**src/rtl/frog_hazard_monitor.sv**
```systemverilog
// Collects one scan of serialized car/log positions, issues a per-scan hazard verdict and runs the
// frog life FSM. Define FROG_EDGE_DEATH_EN to kill a frog carried past the play-field edge by a log.
module frog_hazard_monitor #(
    parameter int unsigned FROG_SIZE   = 40,
    parameter int unsigned CAR_SIZE    = 40,
    parameter int unsigned LOG_SIZE    = 80,
    parameter int unsigned RIVER_Y_MIN = 40,
    parameter int unsigned RIVER_Y_MAX = 200,
    parameter int unsigned X_MIN       = 39,
    parameter int unsigned X_MAX       = 599,
    parameter int unsigned LIVES       = 3,
    parameter int unsigned DEATH_SCANS = 8,
    parameter int unsigned GRACE_SCANS = 4
) (
    input  logic       frame_clk,
    input  logic       Reset,
    input  logic [9:0] Frog_X,
    input  logic [9:0] Frog_Y,
    input  logic       Obj_Valid,
    input  logic [9:0] Obj_X,
    input  logic [9:0] Obj_Y,
    input  logic       Obj_IsLog,
    input  logic       Obj_Right,
    input  logic [3:0] Obj_Speed,
    input  logic       Obj_Last,
    input  logic       Frog_Hopping,
    input  logic       Respawn,
    input  logic       New_Game,
    output logic       Death_Pulse,
    output logic [1:0] Death_Cause,
    output logic       Ride_Valid,
    output logic       Ride_Right,
    output logic [3:0] Ride_Speed,
    output logic       Dying,
    output logic       Game_Over,
    output logic [1:0] Lives
);
`ifdef FROG_EDGE_DEATH_EN
    localparam bit EdgeDeathEn = 1'b1;
`else
    localparam bit EdgeDeathEn = 1'b0;
`endif

    localparam logic [10:0] FrogSz    = 11'(FROG_SIZE);
    localparam logic [10:0] CarSz     = 11'(CAR_SIZE);
    localparam logic [10:0] LogSz     = 11'(LOG_SIZE);
    localparam logic [10:0] XMinW     = 11'(X_MIN);
    localparam logic [10:0] XLimW     = 11'(X_MAX + 1);
    localparam logic [9:0]  RiverMin  = 10'(RIVER_Y_MIN);
    localparam logic [9:0]  RiverMax  = 10'(RIVER_Y_MAX);
    localparam int unsigned DcW       = (DEATH_SCANS > 1) ? $clog2(DEATH_SCANS) : 1;
    localparam int unsigned GrW       = (GRACE_SCANS > 0) ? $clog2(GRACE_SCANS + 1) : 1;

    localparam logic [1:0] CauseNone  = 2'd0;
    localparam logic [1:0] CauseCar   = 2'd1;
    localparam logic [1:0] CauseWater = 2'd2;
    localparam logic [1:0] CauseEdge  = 2'd3;

    typedef enum logic [1:0] {StAlive, StDying, StRespawnWait, StGameOver} state_e;

    state_e           state_q, state_d;
    logic [1:0]       lives_q, lives_d;
    logic [GrW-1:0]   grace_q, grace_d;
    logic [DcW-1:0]   dying_cnt_q, dying_cnt_d;
    logic [1:0]       cause_q, cause_d;
    logic             pulse_q, pulse_d;
    logic             ride_valid_q, ride_valid_d;
    logic             ride_right_q, ride_right_d;
    logic [3:0]       ride_speed_q, ride_speed_d;
    logic             hit_car_q, hit_car_d;
    logic             on_log_q, on_log_d;
    logic             log_right_q, log_right_d;
    logic [3:0]       log_speed_q, log_speed_d;

    logic [10:0] frog_x_w, frog_right, obj_x_w, obj_size, obj_left;
    logic        overlap, beat_car, beat_log, verdict;
    logic        scan_car, scan_log, scan_right;
    logic [3:0]  scan_speed;
    logic        in_river, water, edge_hit;
    logic [1:0]  scan_cause;

    // Left edge clamps at 0 so partly off-screen objects never wrap around.
    always_comb begin
        frog_x_w   = {1'b0, Frog_X};
        frog_right = frog_x_w + FrogSz;
        obj_x_w    = {1'b0, Obj_X};
        obj_size   = Obj_IsLog ? LogSz : CarSz;
        obj_left   = (obj_x_w >= obj_size) ? (obj_x_w - obj_size) : 11'd0;
        overlap    = Obj_Valid && (Frog_Y == Obj_Y) && (frog_x_w < obj_x_w) &&
                     (frog_right > obj_left);
        beat_car   = overlap && !Obj_IsLog;
        beat_log   = overlap && Obj_IsLog;
        verdict    = Obj_Valid && Obj_Last;

        scan_car   = hit_car_q || beat_car;
        scan_log   = on_log_q || beat_log;
        scan_right = on_log_q ? log_right_q : Obj_Right;
        scan_speed = on_log_q ? log_speed_q : Obj_Speed;

        in_river   = (Frog_Y >= RiverMin) && (Frog_Y <= RiverMax);
        water      = in_river && !scan_log && !Frog_Hopping;
        edge_hit   = EdgeDeathEn && scan_log && ((frog_x_w < XMinW) || (frog_right > XLimW));

        if (scan_car)      scan_cause = CauseCar;
        else if (edge_hit) scan_cause = CauseEdge;
        else if (water)    scan_cause = CauseWater;
        else               scan_cause = CauseNone;
    end

    always_comb begin
        hit_car_d   = hit_car_q;
        on_log_d    = on_log_q;
        log_right_d = log_right_q;
        log_speed_d = log_speed_q;
        if (verdict) begin
            hit_car_d   = 1'b0;
            on_log_d    = 1'b0;
            log_right_d = 1'b0;
            log_speed_d = 4'd0;
        end else begin
            hit_car_d = scan_car;
            if (beat_log && !on_log_q) begin
                on_log_d    = 1'b1;
                log_right_d = Obj_Right;
                log_speed_d = Obj_Speed;
            end
        end
    end

    always_comb begin
        state_d      = state_q;
        lives_d      = lives_q;
        grace_d      = grace_q;
        dying_cnt_d  = dying_cnt_q;
        cause_d      = cause_q;
        pulse_d      = 1'b0;
        ride_valid_d = ride_valid_q;
        ride_right_d = ride_right_q;
        ride_speed_d = ride_speed_q;
        unique case (state_q)
            StAlive: begin
                if (verdict) begin
                    if (grace_q != '0) grace_d = grace_q - GrW'(1);
                    if ((scan_cause != CauseNone) && (grace_q == '0)) begin
                        state_d      = StDying;
                        pulse_d      = 1'b1;
                        cause_d      = scan_cause;
                        lives_d      = (lives_q != 2'd0) ? lives_q - 2'd1 : 2'd0;
                        dying_cnt_d  = '0;
                        ride_valid_d = 1'b0;
                        ride_right_d = 1'b0;
                        ride_speed_d = 4'd0;
                    end else begin
                        ride_valid_d = scan_log;
                        ride_right_d = scan_log && scan_right;
                        ride_speed_d = scan_log ? scan_speed : 4'd0;
                    end
                end
            end
            StDying: begin
                if (verdict) begin
                    if (dying_cnt_q == DcW'(DEATH_SCANS - 1)) begin
                        state_d = (lives_q == 2'd0) ? StGameOver : StRespawnWait;
                    end else begin
                        dying_cnt_d = dying_cnt_q + DcW'(1);
                    end
                end
            end
            StRespawnWait: begin
                if (Respawn) begin
                    state_d = StAlive;
                    grace_d = GrW'(GRACE_SCANS);
                end
            end
            StGameOver: begin
                if (New_Game) begin
                    state_d = StAlive;
                    grace_d = GrW'(GRACE_SCANS);
                    lives_d = 2'(LIVES);
                    cause_d = CauseNone;
                end
            end
            default: state_d = StAlive;
        endcase
    end

    always_ff @(posedge frame_clk or posedge Reset) begin
        if (Reset) begin
            state_q      <= StAlive;
            lives_q      <= 2'(LIVES);
            grace_q      <= '0;
            dying_cnt_q  <= '0;
            cause_q      <= CauseNone;
            pulse_q      <= 1'b0;
            ride_valid_q <= 1'b0;
            ride_right_q <= 1'b0;
            ride_speed_q <= 4'd0;
            hit_car_q    <= 1'b0;
            on_log_q     <= 1'b0;
            log_right_q  <= 1'b0;
            log_speed_q  <= 4'd0;
        end else begin
            state_q      <= state_d;
            lives_q      <= lives_d;
            grace_q      <= grace_d;
            dying_cnt_q  <= dying_cnt_d;
            cause_q      <= cause_d;
            pulse_q      <= pulse_d;
            ride_valid_q <= ride_valid_d;
            ride_right_q <= ride_right_d;
            ride_speed_q <= ride_speed_d;
            hit_car_q    <= hit_car_d;
            on_log_q     <= on_log_d;
            log_right_q  <= log_right_d;
            log_speed_q  <= log_speed_d;
        end
    end

    assign Death_Pulse = pulse_q;
    assign Death_Cause = cause_q;
    assign Ride_Valid  = ride_valid_q;
    assign Ride_Right  = ride_right_q;
    assign Ride_Speed  = ride_speed_q;
    assign Dying       = (state_q == StDying);
    assign Game_Over   = (state_q == StGameOver);
    assign Lives       = lives_q;

endmodule

```
**config.mk**
```make
export PLATFORM = sky130hd
export DESIGN_NAME = frog_hazard_monitor
export DESIGN_NICKNAME = d
export VERILOG_FILES = /design/src/rtl/frog_hazard_monitor.sv
export SDC_FILE = /design/constraint.sdc
export NUM_CORES = 1
export LEC_CHECK = 0
export ABC_AREA = 1
export CAP_MARGIN = 25
export CELL_PAD_IN_SITES_DETAIL_PLACEMENT = 0
export CELL_PAD_IN_SITES_GLOBAL_PLACEMENT = 2
export CORE_ASPECT_RATIO = 1.25
export CORE_MARGIN = 1.5
export CORE_UTILIZATION = 28
export CTS_CLUSTER_SIZE = 8
export DETAILED_ROUTE_END_ITERATION = 16
export GPL_ROUTABILITY_DRIVEN = 0
export PLACE_DENSITY = 0.92
export SLEW_MARGIN = 25
export SYNTH_ARGS = -nofsm -noshare
export SYNTH_HDL_FRONTEND = slang
export SYNTH_SLANG_ARGS = --single-unit
```
**constraint.sdc**
```tcl
create_clock -name frame_clk -period 4.6 [get_ports frame_clk]
set_clock_uncertainty 0.05 [all_clocks]
set_input_delay 0.46 -clock frame_clk [delete_from_list [all_inputs] [get_ports frame_clk]]
set_output_delay 0.46 -clock frame_clk [all_outputs]
set_load 0.01 [all_outputs]
```
==> results of run 1 <==
-- stage by stage --
step / utilization / power, W
3_5_place_dp: 0.384 / 0.000888
3_3_place_gp: 0.384 / 0.000877
4_1_cts: 0.390 / 0.00104
2_1_floorplan: - / 0.000701
6_report: 0.390 / 0.00102
5_1_grt: 0.390 / 0.00113
-- Yosys cell counts (all sizes together) (3+ instances only) --
cell   count  area [um^2]
a21o       3         22.5
a21oi     14         70.1
dfrtp     24          601
ha        29          363
inv       72          270
nand2    123          514
nand3     23          120
nand4     12         75.1
nor2      47          189
nor3       3         15.0
o21ai     18          105
xor2       4         35.0
-- power groups by stage --
| stage | Combinational, W | Clock, W | Sequential [W] |
|---|---|---|---|
| floorplan | 0.000378 | 0 | 0.000323 |
| global placement | 0.000550 | 0 | 0.000326 |
| detailed placement | 0.000561 | 0 | 0.000327 |
| CTS | 0.000562 | 0.000154 | 0.000323 |
| global route | 0.000635 | 0.000162 | 0.000329 |
| finish | 0.000554 | 0.000148 | 0.000322 |
-- worst reg2reg max path: stages, from the launching register on --
cell and delay [ps]:
dfrtp_1 490, nand2_1 230, inv_2 80, nand2_1 60, nand2_1 70, inv_1 70
nand4_1 110, inv_1 120, nand2_1 70, a22oi_1 120, o21ai_0 100
-- state kept, by name (all words and copies together) (netlist names) --
register and count:
Death_Cause 2, log_speed_q 4, dying_cnt_q 3, log_right_q 1, grace_q 3, Ride_Valid 1
on_log_q 1, hit_car_q 1, Lives 2, Ride_Right 1, Ride_Speed 4, state_q 2
Death_Pulse 1
-- final timing paths --
kind | from | to | slack [ps]
max | Obj_IsLog | dying_cnt_q[1] | 550
min | Ride_Speed[1] | Ride_Speed[1] | 440
max reg2reg | state_q[1] | grace_q[2] | 2920
min reg2reg | Ride_Speed[1] | Ride_Speed[1] | 440
max in group asynchronous | Reset | Ride_Right | 3610
min in group asynchronous | Reset | Death_Cause[1] | 510
-- cells by family (layout without fill, tap and decap cells) --
kind of cell    after synthesis  after routing  share of synthesized area
fa+ha+maj                    30             30                      0.149
buf+inv                      75            143                      0.110
flops                        26             26                      0.253
simple gates                215            215                      0.373
compound gates               41             41                     0.0951
xor+xnor                      6              6                     0.0204
-- layout make-up --
type | instances | area share
Multi-Input combinational cell | 292 | 0.478
Sequential cell | 26 | 0.190
Tap cell | 120 | 0.0437
Clock buffer | 4 | 0.0160
Timing Repair Buffer | 66 | 0.192
Inverter | 73 | 0.0798
-- cells in the final DEF (no fill, tap or decap), drive strengths merged, types with 2 or more instances in the layout --
master | Yosys | layout
nor2 | 47 | 47
nand3 | 23 | 23
inv | 72 | 72
dfrtp | 24 | 24
nand4 | 12 | 12
ha | 29 | 29
o21ai | 18 | 18
a21o | 3 | 3
nor4 | 2 | 2
a21oi | 14 | 14
clkbuf | 1 | 4
dfstp | 2 | 2
clkdlybuf4s50 | 0 | 65
xor2 | 4 | 4
nor3 | 3 | 3
xnor2 | 2 | 2
nand2 | 123 | 123
or2 | 2 | 2
-- layer usage --
layer  vias to the layer above  track usage
li1                       1381            -
met1                      1149        0.158
met2                        59        0.274
met3                         4      0.00819
met4                         0       0.0268
met5                         -            0
==> results by group, run 1 <==
Synth
  • Share of synthesized area occupied by flip-flops and latches: 0.253
  • Net Count, Synth: 476
  • Total of warnings raised by yosys: 0
  • Number of enable flip-flop cells after synthesis: 0
  • Mapped Cells: 393
  • Netlist area before placement: 0.00258 mm^2
  • Synth Register Bits: 26
  • Number of distinct library cell variants in the gate-level netlist after synthesis: 38
  • Commonest register cell after synthesis: dfrtp_1
  • Async set-or-reset flop fraction in the synthesized netlist: 1.00
  • Post-synthesis average cell area: ~6.6 um^2

Worst setup path
  • CP startpoint kind: primary input
  • Crit. End Element: flop
  • CP bufs+invs: 3
  • Library cell appearing most often on the critical path: nand2_1
  • Critical path's top delay family: simple AND/OR/NAND/NOR gates
  • Required time reported for the critical path endpoint: approximately 4700 ps
  • Count of cell instances traversed by the critical path: 27
  • WS Path Type: in2reg
  • Maximum cell stage delay along the critical path: 470 ps
  • Endpoint arrival time on the critical path: 4170 ps
  • Crit path max-delay cell type: clkdlybuf4s50_1
  • Crit Path Max Fanout: 9
  • FF-to-FF path depth: 10

Power
  • Sw Share: 0.429
  • Power per cell area: 299 mW/mm^2
  • Largest voltage drop on the vdd net: ~0.15 mV
  • P_leak: roughly 1.8 nW
  • Internal power: ~0.0006 W
  • Share of power burned in the clock network: 0.145
  • Logic pwr share: 0.541
  • NetSw: between 0.0004 and 0.0005 W
  • Reg power frac: 0.315

Floorplan
  • IO Count: 66
  • Core Area: a little under 0.009 mm^2
  • Number of core rows: 38
  • Area enclosed by the die boundary: 0.00979 mm^2
  • Die Y-Extent: approximately 110 um
  • Starting Density: 0.293
  • Die W: just under 90 um

Finish
  • Summed area of non-filler cells in the final layout: 0.00343 mm^2
  • Area taken by flip-flops and latches: about 650 um^2
  • Antenna Cells: 0
  • Share of layout cells above drive strength 1: 0.0672
  • Area occupied by multi-input gates: approximately 0.0016 mm^2
  • Number of standard cells in the final layout excluding fillers: around 580
  • Layout Nets: 545
  • Layout overhead on the synthesized area: 33.2%
  • Filler cells: 940

CTS
  • Clk pin slew, worst setup/hold paths: ~100 ps
  • Clock buffer count from CTS: 3
  • Number of buffers inserted for hold repair after clock tree synthesis: 0
  • Gates resized, CTS repair: 0
  • Clock tree from TritonCTS: done
  • Setup bufs post-CTS: 0
  • CTS root buf: clkbuf_8
  • Number of clock sinks seen by CTS: 26
  • Clock insertion delay at the later pin of the skew report: between 200 and 300 ps
  • CTS H-Tree Depth: 1
  • Longest Clk Path Bufs: 2

Placement
  • Minimum setup slack after placement: roughly 240 ps
  • Placed Area: ~0.0034 mm^2
  • Post-DP HPWL: 5590 um
  • Placed cell count: 577
  • Number of port buffers: between 60 and 70

STA
  • Count of endpoints failing setup in the final report: 0
  • Period Utilization, post-route: 0.881
  • Worst-case hold slack: approximately 440 ps
  • Max-slew headroom at the worst pin: 0.620
  • Post-layout worst setup margin: 548 ps
  • RSZ-0062 raised after global routing: no
  • Number of endpoints with negative hold slack in the final report: 0
  • Final critical-path required period: about 4000 ps
  • Max-slew violation count: 0
  • Max Clock Freq: 247 MHz
  • Total Negative Setup Slacks: 0 ps
  • Transition time at the pin with the least slew margin: 569 ps

Global routing
  • Vias in the first global route: ~2500
  • Residual overflow from global routing: 0
  • Initial antenna violation count: 0
  • First-pass GRT wire length: between 10000 and 15000 um
  • Largest net degree at the start of global routing: 27
  • Global-route usage over all layers: 0.137

Run status
  • Run status: complete, no violations

Min path
  • Path category of the worst min-delay check: reg2reg
  • Instance count along the most critical hold path: 2

Routing
  • Detailed Route Iter0 Violations: between 50 and 60
  • Max Used Layer: met4
  • Wire length per cell after detailed routing: 11.1 um
  • Count of antenna-violating nets left after detailed routing: 0
  • 1st-pass router iterations: 4
  • Via density per instance: around 4.5
  • DRT met1 WL: 2830 um
  • Total met3 wirelength after detailed routing: around 240 um
  • DRC violation count after routing: 0
  • Wire length on met2: around 3300 um
  • Via count: 2593
  • Overall routed net length: roughly 6400 um

Run
  • Max capacitance violation total: 0
Power figures use the tool's default switching activity.
==> inputs of run 2 (changes only) <==
TNS_END_PERCENT = 100   (was not set)
==> results of run 2 <==
No change in the layout: final DEF, timing and power equal those of run 1.
